### src/rtl/reg_file_pkg.sv
// Shared defaults and architectural register indices for the MIPS register file.
package reg_file_pkg;

    localparam int DATA_WIDTH_DEF = 32;
    localparam int ADDR_WIDTH_DEF = 5;

    localparam int REG_ZERO = 0;
    localparam int REG_V0   = 2;

    typedef logic [ADDR_WIDTH_DEF-1:0] reg_addr_t;

endpackage

### src/rtl/reg_scoreboard.sv
// Per-register busy bits for long-latency results, the reservation handshake
// and a running count of outstanding reservations.
module reg_scoreboard
    import reg_file_pkg::*;
#(
    parameter int ADDR_WIDTH = ADDR_WIDTH_DEF,
    parameter int READ_PORTS = 2,
    parameter int BYPASS     = 1
) (
    input  logic                           clk,
    input  logic                           reset,
    input  logic [READ_PORTS*ADDR_WIDTH-1:0] rd_addr,
    output logic [READ_PORTS-1:0]          rd_busy,
    input  logic                           write,
    input  logic [ADDR_WIDTH-1:0]          write_addr,
    input  logic                           reserve,
    input  logic [ADDR_WIDTH-1:0]          reserve_addr,
    output logic                           reserve_ok,
    output logic [ADDR_WIDTH:0]            busy_count
);

    localparam int NUM_REGS = 1 << ADDR_WIDTH;
    localparam logic [ADDR_WIDTH-1:0] ZERO_ADDR = ADDR_WIDTH'(REG_ZERO);

    logic [NUM_REGS-1:0]   busy_q;
    logic [NUM_REGS-1:0]   busy_d;
    logic [ADDR_WIDTH:0]   count_q;
    logic [ADDR_WIDTH:0]   count_d;
    logic                  wr_clr_s;
    logic                  res_set_s;
    logic                  inc_s;
    logic                  dec_s;

    // Next busy vector and counter; a same-address write+reserve leaves the bit set.
    always_comb begin
        wr_clr_s = write && !reset && (write_addr != ZERO_ADDR);
        if (reserve && !reset) begin
            reserve_ok = (reserve_addr == ZERO_ADDR) || !busy_q[reserve_addr]
                         || (write && (write_addr == reserve_addr));
        end else begin
            reserve_ok = 1'b0;
        end
        res_set_s = reserve_ok && (reserve_addr != ZERO_ADDR);
        // The count rises whenever the bit ends set after having been (or being) cleared.
        inc_s = res_set_s && (!busy_q[reserve_addr] || (wr_clr_s && (write_addr == reserve_addr)));
        dec_s = wr_clr_s && busy_q[write_addr];
        for (int i = 0; i < NUM_REGS; i++) begin
            if (res_set_s && (reserve_addr == ADDR_WIDTH'(i))) begin
                busy_d[i] = 1'b1;
            end else if (wr_clr_s && (write_addr == ADDR_WIDTH'(i))) begin
                busy_d[i] = 1'b0;
            end else begin
                busy_d[i] = busy_q[i];
            end
        end
        case ({inc_s, dec_s})
            2'b10:   count_d = count_q + {{ADDR_WIDTH{1'b0}}, 1'b1};
            2'b01:   count_d = count_q - {{ADDR_WIDTH{1'b0}}, 1'b1};
            default: count_d = count_q;
        endcase
    end

    // Scoreboard state; reset discards every pending reservation.
    always_ff @(posedge clk or posedge reset) begin
        if (reset) begin
            busy_q  <= {NUM_REGS{1'b0}};
            count_q <= {(ADDR_WIDTH+1){1'b0}};
        end else begin
            busy_q  <= busy_d;
            count_q <= count_d;
        end
    end

    assign busy_count = count_q;

    for (genvar k = 0; k < READ_PORTS; k++) begin : g_busy
        logic [ADDR_WIDTH-1:0] addr_s;
        logic                  busy_s;

        // Per-port busy flag, optionally seeing a same-cycle completing write.
        always_comb begin
            addr_s = rd_addr[k*ADDR_WIDTH +: ADDR_WIDTH];
            if ((BYPASS != 0) && wr_clr_s && (write_addr == addr_s)) begin
                busy_s = res_set_s && (reserve_addr == addr_s);
            end else begin
                busy_s = busy_q[addr_s];
            end
        end

        assign rd_busy[k] = busy_s;
    end

endmodule

### src/rtl/reg_file_sb.sv
// MIPS general-purpose register file: N combinational read ports, one write
// port, optional write-to-read bypass and a busy scoreboard for decode stalls.
module reg_file_sb
    import reg_file_pkg::*;
#(
    parameter int DATA_WIDTH = DATA_WIDTH_DEF,
    parameter int ADDR_WIDTH = ADDR_WIDTH_DEF,
    parameter int READ_PORTS = 2,
    parameter int BYPASS     = 1
) (
    input  logic                             clk,
    input  logic                             reset,
    input  logic [READ_PORTS*ADDR_WIDTH-1:0] rd_addr,
    output logic [READ_PORTS*DATA_WIDTH-1:0] rd_data,
    output logic [READ_PORTS-1:0]            rd_busy,
    input  logic                             write,
    input  logic [ADDR_WIDTH-1:0]            write_addr,
    input  logic [DATA_WIDTH-1:0]            data_in,
    input  logic                             reserve,
    input  logic [ADDR_WIDTH-1:0]            reserve_addr,
    output logic                             reserve_ok,
    output logic [ADDR_WIDTH:0]              busy_count,
    output logic [DATA_WIDTH-1:0]            register_v0
);

    localparam int NUM_REGS = 1 << ADDR_WIDTH;
    localparam logic [ADDR_WIDTH-1:0] ZERO_ADDR = ADDR_WIDTH'(REG_ZERO);
    localparam logic [ADDR_WIDTH-1:0] V0_ADDR   = ADDR_WIDTH'(REG_V0);

    logic [DATA_WIDTH-1:0] regs_q [NUM_REGS];
    logic [DATA_WIDTH-1:0] regs_d [NUM_REGS];
    logic                  wr_en_s;

    // Storage update; r0 is never written so it stays at its reset value of zero.
    always_comb begin
        wr_en_s = write && !reset && (write_addr != ZERO_ADDR);
        for (int i = 0; i < NUM_REGS; i++) begin
            if (wr_en_s && (write_addr == ADDR_WIDTH'(i))) begin
                regs_d[i] = data_in;
            end else begin
                regs_d[i] = regs_q[i];
            end
        end
    end

    // Register array with asynchronous clear.
    always_ff @(posedge clk or posedge reset) begin
        if (reset) begin
            for (int i = 0; i < NUM_REGS; i++) begin
                regs_q[i] <= {DATA_WIDTH{1'b0}};
            end
        end else begin
            for (int i = 0; i < NUM_REGS; i++) begin
                regs_q[i] <= regs_d[i];
            end
        end
    end

    for (genvar k = 0; k < READ_PORTS; k++) begin : g_rd
        logic [ADDR_WIDTH-1:0] addr_s;
        logic [DATA_WIDTH-1:0] data_s;

        // Read mux with optional same-cycle forwarding of the write port.
        always_comb begin
            addr_s = rd_addr[k*ADDR_WIDTH +: ADDR_WIDTH];
            if ((BYPASS != 0) && wr_en_s && (write_addr == addr_s)) begin
                data_s = data_in;
            end else begin
                data_s = regs_q[addr_s];
            end
        end

        assign rd_data[k*DATA_WIDTH +: DATA_WIDTH] = data_s;
    end

    assign register_v0 = regs_q[V0_ADDR];

    reg_scoreboard #(
        .ADDR_WIDTH (ADDR_WIDTH),
        .READ_PORTS (READ_PORTS),
        .BYPASS     (BYPASS)
    ) u_scoreboard (
        .clk          (clk),
        .reset        (reset),
        .rd_addr      (rd_addr),
        .rd_busy      (rd_busy),
        .write        (write),
        .write_addr   (write_addr),
        .reserve      (reserve),
        .reserve_addr (reserve_addr),
        .reserve_ok   (reserve_ok),
        .busy_count   (busy_count)
    );

endmodule

### config.mk
export PLATFORM = sky130hd
export DESIGN_NAME = reg_file_sb
export DESIGN_NICKNAME = d
export VERILOG_FILES = /design/src/rtl/reg_file_pkg.sv /design/src/rtl/reg_scoreboard.sv /design/src/rtl/reg_file_sb.sv
export SDC_FILE = /design/constraint.sdc
export NUM_CORES = 2
export LEC_CHECK = 0
export CAP_MARGIN = 30
export CORE_MARGIN = 4
export CORE_UTILIZATION = 63
export DETAILED_ROUTE_END_ITERATION = 6
export GPL_TIMING_DRIVEN = 0
export PLACE_DENSITY = 0.82
export SYNTH_ARGS = -nofsm -noshare
export SYNTH_HDL_FRONTEND = slang
export SYNTH_HIERARCHICAL = 1
export SYNTH_SLANG_ARGS = --single-unit
### constraint.sdc
create_clock -name clk -period 37.6 [get_ports clk]
set_clock_uncertainty 0.15 [all_clocks]
set_input_delay 5.64 -clock clk [delete_from_list [all_inputs] [get_ports clk]]
set_output_delay 5.64 -clock clk [all_outputs]
set_load 0.01 [all_outputs]
==> flow_metrics.env <==
export IMPL_cts_tree="yes"
export IMPL_leakage_nw=28.9
export IMPL_synthCells=3856
export IMPL_critical_path_buf_inv_count=5
export IMPL_fin_crit_ns=15.59
export IMPL_synth_top_family_by_area="multiplexers"
export IMPL_cp_arrival_ns=9.80
export IMPL_pin_count=161
export IMPL_clkLatencyLatePin_ns=0.71
export IMPL_synth_xor_area_frac=0.00608
export IMPL_synth_main_ff_cell="dfrtp_1"
export IMPL_numCtsBuffers=111
export IMPL_setup_ws_ns=22.01
export IMPL_hold_slack_ns=0.324
export IMPL_dp_slack_ns=22.38
export IMPL_viasPerCell=7.79
export IMPL_holdCritStartpoint="u_scoreboard/busy_count[5]"
export IMPL_fillers=5666
export IMPL_critPathKind="in -> out"
export IMPL_h_tree_depth=3
export IMPL_drt_first_pass_iters=7
export IMPL_final_nets=4236
export IMPL_place_gp_congestion=0.988
export IMPL_end_kind="output pin"
export IMPL_syn2layout_area_growth_pct=13.1
export IMPL_synthMuxAreaShare=0.411
export IMPL_synth_largest_area_cell="dfrtp_1"
export IMPL_startpoint_type="input port"
export IMPL_dp_hpwl_um=139000
export IMPL_regToRegStartpoint="u_scoreboard/busy_q[14]"
export IMPL_synth_most_common_cell="dfrtp_1"
export IMPL_cts_resized=0
export IMPL_port_buffers=153
export IMPL_grt_pass1_wl_um=292000
export IMPL_final_hold_viol_count=0
export IMPL_vias=42400
export IMPL_synthAdderAreaFrac=0.00143
export IMPL_ys_top_cells_by_count="1062 x dfrtp_1, 987 x mux2_2, 509 x mux4_2, 248 x o22ai_1, 184 x clkbuf_1"
export IMPL_cellPowerDensity_nw_per_um2=48.4
export IMPL_clock_sinks=1062
export IMPL_core_area_sq_um=90400
export IMPL_synth_edff_count=0
export IMPL_drive_above_1_share=0.468
export IMPL_synth_top_area_share=0.461
export IMPL_synth_compound_area_frac=0.0435
export IMPL_cp_cell_sequence="clkdlybuf4s50_1, buf_2, inv_1, nand3b_1, clkbuf_1, o22ai_1, or4_1, o21ai_1, clkdlybuf4s50_1"
export IMPL_slew_violations=0
export IMPL_critPathMaxStageDelay_ns=0.89
export IMPL_drt_iter0_markers=6844
export IMPL_clk_pin_slew_ns=0.06
export IMPL_timing_fmax_mhz=64.1
export IMPL_path_common_cell="clkdlybuf4s50_1"
export IMPL_failed_checks="DRC"
export IMPL_post_drt_wl_per_cell_um=37.7
export IMPL_crit_path_max_fanout=10
export IMPL_route_antenna_remaining_nets=0
export IMPL_cts_path_max_buffers=3
export IMPL_rsz0062_at_grt="false"
export IMPL_grt_max_degree=135
export IMPL_avgSynthCellArea_sq_um=14.9
export IMPL_cp_required_ns=31.81
export IMPL_start_util=0.637
export IMPL_synth_cell_types=59
export IMPL_grt_util_all_layers=0.429
export IMPL_synthTopCellsByArea="dfrtp_1 46%, mux4_2 20%, mux2_2 19%"
export IMPL_cts_root_buf="clkbuf_16"
export IMPL_path_delay_family="buffers and inverters"
export IMPL_wirelength_um=205000
export IMPL_maxCapViolCount=0
export IMPL_antenna_found_initial=9
export IMPL_die_h_um=310
export IMPL_cts_setup_buffers=0
export IMPL_synth_simple_area_share=0.0277
export IMPL_crit_start="rd_addr[3]"
export IMPL_grt_pass1_vias=42800
export IMPL_hp_class="reg -> reg"
export IMPL_outcome="complete, but fails checks"
export IMPL_hold_buffers=0
export IMPL_slew_headroom=0.252
export IMPL_yosysSeqAreaShare=0.461
export IMPL_setup_viol=0
export IMPL_worst_pin_slew_ns=1.12
export IMPL_synth_nets=3918
export IMPL_crit_path_top_delay_cell="clkbuf_1"
export IMPL_ys_ff_latch=1062
export IMPL_ir_worst_vdd_mv=0.0461
export IMPL_dieArea_sq_um=96400
export IMPL_overflow=0
export IMPL_mappedNetlistArea_sq_um=57600
export IMPL_route_detailed_drc=20
export IMPL_finalCritPeriodShare=0.415
export IMPL_async_flop_share=1.00
export IMPL_yosys_warnings=6
export IMPL_die_w_um=310
export IMPL_num_rows=110
power by group:
part / internal, mW / switching, mW / total, mW
clock network: 0.640 / 0.485 / 1.13
logic: 0.339 / 0.270 / 0.609
registers: 1.30 / 0.127 / 1.42
total: 2.27 / 0.883 / 3.16
layer usage:
metal,vias to the layer above,routed length [um],track usage
met1,21700,68600,0.527
met5,-,374,0.0148
li1,15600,-,-
met4,16,17100,0.286
met2,3916,87100,0.607
met3,1192,32400,0.206
path summary, 6_finish.rpt:
check                                             endpoint  slack (ns)  cells after the start
worst max-delay path                            rd_data[4]       22.01                      9
worst min-delay path            u_scoreboard/busy_count[5]        0.32                      1
worst max register to register  u_scoreboard/busy_count[5]       34.08                     10
worst min register to register  u_scoreboard/busy_count[5]        0.32                      1
max in group asynchronous                     regs_q[1006]       29.63                      5
min in group asynchronous                      regs_q[159]        5.45                      2
cells by family after synthesis:
group | count (synthesis)
fa+ha+maj | 6
simple gates | 291
flops | 1062
xor+xnor | 40
mux | 1558
compound gates | 412
buf+inv | 487
layout make-up:
cell class	count	area, sq um	area share
Sequential cell	1062	26600	0.407
Timing Repair Buffer	205	2410	0.0369
Clock inverter	42	480	0.00737
Buffer	477	2810	0.0431
Antenna cell	10	25.0	0.000384
Tap cell	1176	1470	0.0226
Inverter	10	45.0	0.000691
Multi-Input combinational cell	2307	28200	0.433
Clock buffer	159	3170	0.0486
cell usage in the layout (no fill, tap or decap), types with 66 or more instances in the layout:
master	n
o21ai_1	66
dfrtp_1	1062
clkbuf_16	111
o22ai_1	248
mux4_2	509
clkbuf_1	211
mux2_2	987
buf_2	143
nand2_1	102
clkdlybuf4s50_1	153
per-stage QoR:
step            TNS, ns  area (sq um)  std cells  power (mW)  utilization
6_report              0         65200       5448        3.16        0.721
5_1_grt               0         65200       5439        3.24        0.721
4_1_cts               0         65100       5432        3.13        0.720
3_5_place_dp          0         61500       5231        2.02        0.680
2_1_floorplan         0         57600       3856        1.82            -
3_3_place_gp   -8694.41         60600       5185        1.99        0.671
registers in the layout, summed over array words and instances, names as in the netlist:
register,count
register_v0,32
regs_q,992
u_scoreboard/busy_count,6
u_scoreboard/busy_q,32
(Power assumes the default switching activity.)
